**src/rtl/vga_frame_reader.sv**
```systemverilog
// VGA timing generator that scans a windowed RGB332 image from RAM port B and
// drives 24-bit RGB with syncs, blank and frame_start kept aligned to the pixel data.
module vga_frame_reader #(
  parameter int unsigned H_ACTIVE = 640,
  parameter int unsigned H_FP     = 16,
  parameter int unsigned H_SYNC   = 96,
  parameter int unsigned H_BP     = 48,
  parameter int unsigned V_ACTIVE = 480,
  parameter int unsigned V_FP     = 10,
  parameter int unsigned V_SYNC   = 2,
  parameter int unsigned V_BP     = 33,
  parameter int unsigned IMG_W    = 256,
  parameter int unsigned IMG_H    = 256,
  parameter int unsigned X0       = 192,
  parameter int unsigned Y0       = 112,
  parameter int unsigned RD_LAT   = 1,
  parameter logic [7:0]  BORDER   = 8'h00
) (
  input  logic        clk,
  input  logic        reset,
  input  logic        enable,
  output logic [15:0] pix_addr,
  input  logic [7:0]  pix_data,
  output logic        vga_hs_n,
  output logic        vga_vs_n,
  output logic        vga_blank_n,
  output logic [7:0]  vga_r,
  output logic [7:0]  vga_g,
  output logic [7:0]  vga_b,
  output logic        frame_start,
  output logic        vblank
);

  localparam int unsigned CW      = 10;
  localparam int unsigned AW      = 16;
  localparam int unsigned H_TOTAL = H_ACTIVE + H_FP + H_SYNC + H_BP;
  localparam int unsigned V_TOTAL = V_ACTIVE + V_FP + V_SYNC + V_BP;

  localparam logic [CW-1:0] H_LAST   = CW'(H_TOTAL - 1);
  localparam logic [CW-1:0] V_LAST   = CW'(V_TOTAL - 1);
  localparam logic [CW-1:0] H_ACT    = CW'(H_ACTIVE);
  localparam logic [CW-1:0] V_ACT    = CW'(V_ACTIVE);
  localparam logic [CW-1:0] HS_FIRST = CW'(H_ACTIVE + H_FP);
  localparam logic [CW-1:0] HS_LAST  = CW'(H_ACTIVE + H_FP + H_SYNC - 1);
  localparam logic [CW-1:0] VS_FIRST = CW'(V_ACTIVE + V_FP);
  localparam logic [CW-1:0] VS_LAST  = CW'(V_ACTIVE + V_FP + V_SYNC - 1);
  localparam logic [CW-1:0] X_LO     = CW'(X0);
  localparam logic [CW-1:0] X_HI     = CW'(X0 + IMG_W);
  localparam logic [CW-1:0] Y_LO     = CW'(Y0);
  localparam logic [CW-1:0] Y_HI     = CW'(Y0 + IMG_H);

  // Bit positions of the control word travelling alongside the RAM read
  localparam int unsigned P_HS  = 0;
  localparam int unsigned P_VS  = 1;
  localparam int unsigned P_ACT = 2;
  localparam int unsigned P_WIN = 3;
  localparam int unsigned P_FS  = 4;
  localparam int unsigned PW    = 5;

  logic [CW-1:0] hcnt_q, hcnt_d, vcnt_q, vcnt_d;
  logic [RD_LAT-1:0][PW-1:0] pipe_q, pipe_d;
  logic [PW-1:0] raw, tail;
  logic [7:0]    pix;
  logic [CW-1:0] x_off, y_off;
  logic          in_win;

  logic       hs_n_q, hs_n_d, vs_n_q, vs_n_d, blank_n_q, blank_n_d;
  logic       fs_q, fs_d, vblank_q, vblank_d;
  logic [7:0] r_q, r_d, g_q, g_d, b_q, b_d;

  // Raster position: line counter steps on each horizontal wrap
  always_comb begin
    hcnt_d = hcnt_q + CW'(1);
    vcnt_d = vcnt_q;
    if (hcnt_q == H_LAST) begin
      hcnt_d = '0;
      vcnt_d = (vcnt_q == V_LAST) ? '0 : vcnt_q + CW'(1);
    end
  end

  assign in_win   = (hcnt_q >= X_LO) && (hcnt_q < X_HI) && (vcnt_q >= Y_LO) && (vcnt_q < Y_HI);
  assign x_off    = hcnt_q - X_LO;
  assign y_off    = vcnt_q - Y_LO;
  assign pix_addr = in_win ? AW'(AW'(y_off) * AW'(IMG_W) + AW'(x_off)) : '0;

  always_comb begin
    raw        = '0;
    raw[P_HS]  = (hcnt_q >= HS_FIRST) && (hcnt_q <= HS_LAST);
    raw[P_VS]  = (vcnt_q >= VS_FIRST) && (vcnt_q <= VS_LAST);
    raw[P_ACT] = (hcnt_q < H_ACT) && (vcnt_q < V_ACT);
    raw[P_WIN] = in_win && enable;
    raw[P_FS]  = (hcnt_q == '0) && (vcnt_q == '0);
    pipe_d     = pipe_q;
    pipe_d[0]  = raw;
    for (int i = 1; i < int'(RD_LAT); i++) begin
      pipe_d[i] = pipe_q[i-1];
    end
  end

  // Output stage: the pipeline tail lines up with the pixel the RAM returns now
  always_comb begin
    tail      = pipe_q[RD_LAT-1];
    pix       = tail[P_WIN] ? pix_data : BORDER;
    hs_n_d    = ~tail[P_HS];
    vs_n_d    = ~tail[P_VS];
    blank_n_d = tail[P_ACT];
    fs_d      = tail[P_FS];
    r_d       = '0;
    g_d       = '0;
    b_d       = '0;
    if (tail[P_ACT]) begin
      r_d = {pix[7:5], pix[7:5], pix[7:6]};
      g_d = {pix[4:2], pix[4:2], pix[4:3]};
      b_d = {4{pix[1:0]}};
    end
    vblank_d = (vcnt_d >= V_ACT);
  end

  always_ff @(posedge clk or negedge reset) begin
    if (!reset) begin
      hcnt_q    <= '0;
      vcnt_q    <= '0;
      pipe_q    <= '0;
      hs_n_q    <= 1'b1;
      vs_n_q    <= 1'b1;
      blank_n_q <= 1'b0;
      fs_q      <= 1'b0;
      vblank_q  <= 1'b0;
      r_q       <= '0;
      g_q       <= '0;
      b_q       <= '0;
    end else begin
      hcnt_q    <= hcnt_d;
      vcnt_q    <= vcnt_d;
      pipe_q    <= pipe_d;
      hs_n_q    <= hs_n_d;
      vs_n_q    <= vs_n_d;
      blank_n_q <= blank_n_d;
      fs_q      <= fs_d;
      vblank_q  <= vblank_d;
      r_q       <= r_d;
      g_q       <= g_d;
      b_q       <= b_d;
    end
  end

  assign vga_hs_n    = hs_n_q;
  assign vga_vs_n    = vs_n_q;
  assign vga_blank_n = blank_n_q;
  assign vga_r       = r_q;
  assign vga_g       = g_q;
  assign vga_b       = b_q;
  assign frame_start = fs_q;
  assign vblank      = vblank_q;

endmodule

```
**config.mk**
```make
export PLATFORM = sky130hd
export DESIGN_NAME = vga_frame_reader
export DESIGN_NICKNAME = d
export VERILOG_FILES = /design/src/rtl/vga_frame_reader.sv
export SDC_FILE = /design/constraint.sdc
export NUM_CORES = 1
export LEC_CHECK = 0
export ABC_AREA = 0
export ABC_CLOCK_PERIOD_IN_PS = 5200
export CAP_MARGIN = 20
export CELL_PAD_IN_SITES_DETAIL_PLACEMENT = 1
export CELL_PAD_IN_SITES_GLOBAL_PLACEMENT = 2
export CORE_MARGIN = 2
export CORE_UTILIZATION = 33
export DETAILED_ROUTE_END_ITERATION = 16
export HOLD_SLACK_MARGIN = 0.1
export PLACE_DENSITY = 0.95
export SLEW_MARGIN = 20
export SYNTH_ARGS = -nofsm -noshare
export SYNTH_HDL_FRONTEND = slang
export SYNTH_SLANG_ARGS = --single-unit
export TNS_END_PERCENT = 20
```
**constraint.sdc**
```tcl
create_clock -name clk -period 5.2 [get_ports clk]
set_clock_uncertainty 0.05 [all_clocks]
set_input_delay 1.56 -clock clk [delete_from_list [all_inputs] [get_ports clk]]
set_output_delay 1.56 -clock clk [all_outputs]
set_load 0.02 [all_outputs]
```
==> flow_summary_export.csv, run 1 <==
group,metric,value,unit
setup_path,path_max_fanout,8,
floorplanning,die_y,87.7,um
min_path,min_path_type,"register to register",
grt,grt_pass1_wl,9.05,mm
sta,tightest_slew,0.862,ns
floorplanning,fp.dieW,87.7,um
route,wl_per_cell,14.8,um
floorplanning,pin_count,56,
floorplanning,die-area,0.00768,mm^2
floorplanning,rows,30,
setup_path,crit_chain,"ha_1 -> xnor2_1 -> ha_1 -> inv_1 -> fa_1 -> nor2_1 -> nand2_1 -> xnor2_1 -> nor2_1 -> clkdlybuf4s50_1",
grt,grt-ovfl-total,0,
grt,gr-usage-met3,0.0254,
final_layout,nNetsFinal,297,
sta,period_needed,4.69,ns
sta,max-slew-margin-rel,0.425,
setup_path,critPathRequiredTime,3.59,ns
setup_path,cp.arrival,3.08,ns
sta,min_period_over_period,0.902,
synthesis,synth_top_area_frac,0.390,
synthesis,synth_area_leaders,"dfrtp_1 (39%), ha_1 (6.5%), buf_4 (6.2%)",
route,ant_nets,0,
synthesis,ys.flop_type,"dfrtp_1",
setup_path,crit_type,"register to output pin",
route,drc,0,
grt,grt_max_degree,39,
final_layout,fillCellCount,773,
synthesis,ys_seq_area_frac,0.413,
place,dp_hpwl,4.09,mm
grt,grt_pass1_vias,1822,
place,io_buffers,55,
sta,rsz0062_at_grt,"no",
flow_run,maxCapViolations,0,
clock_network,root_buffer,"clkbuf_8",
power,leakagePower,1.27,nW
setup_path,cp-start-kind,"register",
final_layout,fin_util,0.434,
sta,slew_viol_final,0,
synthesis,ys_async_sr_fraction,1.00,
route,drtPass1Iterations,4,
grt,antenna_found_initial,0,
place,pre_cts_ws,0.811,ns
synthesis,yosys_warnings,0,
route,vias_per_cell,4.88,
grt,grt_usage,0.150,
clock_network,cts.sinks,38,
synthesis,synth_area,0.00231,mm^2
clock_network,postCtsResizedCells,0,
clock_network,insertion_delay,0.29,ns
synthesis,postSynthCellCount,233,
synthesis,synth_cell_type_count,43,
grt,grt.busiest_layer,"met2",
grt,grt_use_met1,0.200,
place,gp_congestion,0.818,
status,status,"finished clean",
clock_network,path_clk_slew,0.08,ns
final_layout,layout-drive-gt1-share,0.106,
synthesis,syn_avg_cell_area,9.91,um^2
route,routed-via-count,1807,
setup_path,critPathSlowestCell,"clkdlybuf4s50_1",
setup_path,max_stage_delay,0.61,ns
synthesis,synth_commonest_cells,"dfrtp_1 (36), nor2_1 (21), buf_4 (19)",
clock_network,clk_path_buf_depth,2,
clock_network,cts_made_buffers,5,
clock_network,cts_tree,"yes",
synthesis,ys_ff_latch,38,
final_layout,area_delta_synth_final,27.6,%
final_layout,seqCellArea,953,um^2
floorplanning,start_util,0.340,
route,wl,5.46,mm
grt,grtUsageMet2,0.254,
route,drtIter0Drc,93,
final_layout,num_antenna_cells,0,
floorplanning,core,0.00679,mm^2
synthesis,synth.largest_area_cell,"dfrtp_1",
sta,hold_viol,0,
clock_network,holdBufCountCts,0,
power,powerDensity,207,mW/mm^2
synthesis,synth_edf_count,0,
setup_path,worst_setup_path_end_kind,"output pin",
sta,setup_viol,0,
synthesis,synthesis.nets,257,
power,peakVddDrop,0.0000974,V
synthesis,synth.most_common_cell,"dfrtp_1",
sta,setup_tns,0,ns
clock_network,cts.htree.levels,2,
final_layout,multi_input_area,0.00109,mm^2
clock_network,post-cts-setup-buffers,0,
sta,fmaxAchievable,213,MHz
sta,finalWorstSetupSlack,0.512,ns
-- power by group --
part / total [mW] / internal, mW / switching, mW
Clock: 0.303 / 0.192 / 0.111
Sequential: 0.295 / 0.295 / 0
Combinational: 0.0126 / 0.00609 / 0.00648
Total: 0.611 / 0.494 / 0.117
-- critical path: cells and delay by family (launching register included) --
kind                     cells  cell delay, ns
flip-flops                   1            0.48
XOR/XNOR                     2            0.39
buffers and inverters        2            0.67
adder cells (fa/ha/maj)      3            0.91
AND/OR/NAND/NOR              3            0.36
-- final timing paths --
kind | startpoint | endpoint | slack (ns) | cells past startpoint
worst max register to register | hcnt_q[6] | vblank | 3.08 | 7
worst min register to register | pipe_q[4] | frame_start | 0.31 | 0
worst min-delay path | pipe_q[4] | frame_start | 0.31 | 0
worst max-delay path | hcnt_q[7] | pix_addr[14] | 0.51 | 10
min in group asynchronous | reset | vcnt_q[5] | 1.33 | 1
max in group asynchronous | reset | hcnt_q[8] | 3.23 | 1
-- registers in the layout, indices dropped and copies added (netlist names) --
register,count
frame_start,1
hcnt_q,10
pipe_q,5
vblank,1
vcnt_q,10
vga_b,2
vga_blank_n,1
vga_g,3
vga_hs_n,1
vga_r,3
vga_vs_n,1
-- per-layer routing --
| layer | vias up | routed length [um] |
|---|---|---|
| met5 | - | 0 |
| met4 | 0 | 21 |
| met3 | 2 | 252 |
| met2 | 51 | 2730 |
| met1 | 899 | 2460 |
| li1 | 855 | - |
-- cell families after synthesis --
family,Yosys count,share of synthesized area
AO/OA/AOI/OAI,30,0.0813
XOR/XNOR,19,0.0753
adder cells (fa/ha/maj),13,0.0737
buffers and inverters,39,0.114
flip-flops,38,0.413
multiplexers,1,0.00596
AND/OR/NAND/NOR,93,0.237
-- cell usage in the layout, fill, tap and decap left out, types with 6 or more instances in the layout --
cell type	Yosys	final
xnor2_1	14	14
nor2_1	21	21
nand4_1	6	6
inv_1	14	14
nand3_1	10	10
ha_1	12	12
dfrtp_1	36	36
a21oi_1	6	6
nand2_1	18	18
o21ai_0	6	6
and3_1	14	14
clkdlybuf4s50_1	0	54
-- final cells by class --
class,count,share of cell area
timing repair buffer,57,0.190
clock buffer,5,0.0233
sequential,38,0.323
inverter,15,0.0280
multi-input combinational,156,0.371
tap,96,0.0407
clock inverter,3,0.0233
-- metrics by stage --
stage	hold slack [ns]	total power, mW	std cells	cell area (um^2)
2_1_floorplan	0.281	0.301	233	2310
3_3_place_gp	0.286	0.314	362	2810
3_5_place_dp	0.286	0.314	362	2810
4_1_cts	0.303	0.618	370	2950
5_1_grt	0.318	0.632	370	2950
6_report	0.309	0.611	370	2950
No activity file was read; power rests on OpenSTA's default activity.
==> run 2: changes to the inputs <==
SKIP_LAST_GASP = 1   (was not set)
TNS_END_PERCENT = not set   (was 20)
==> results of run 2 <==
No change in the layout: final DEF, timing and power equal those of run 1.
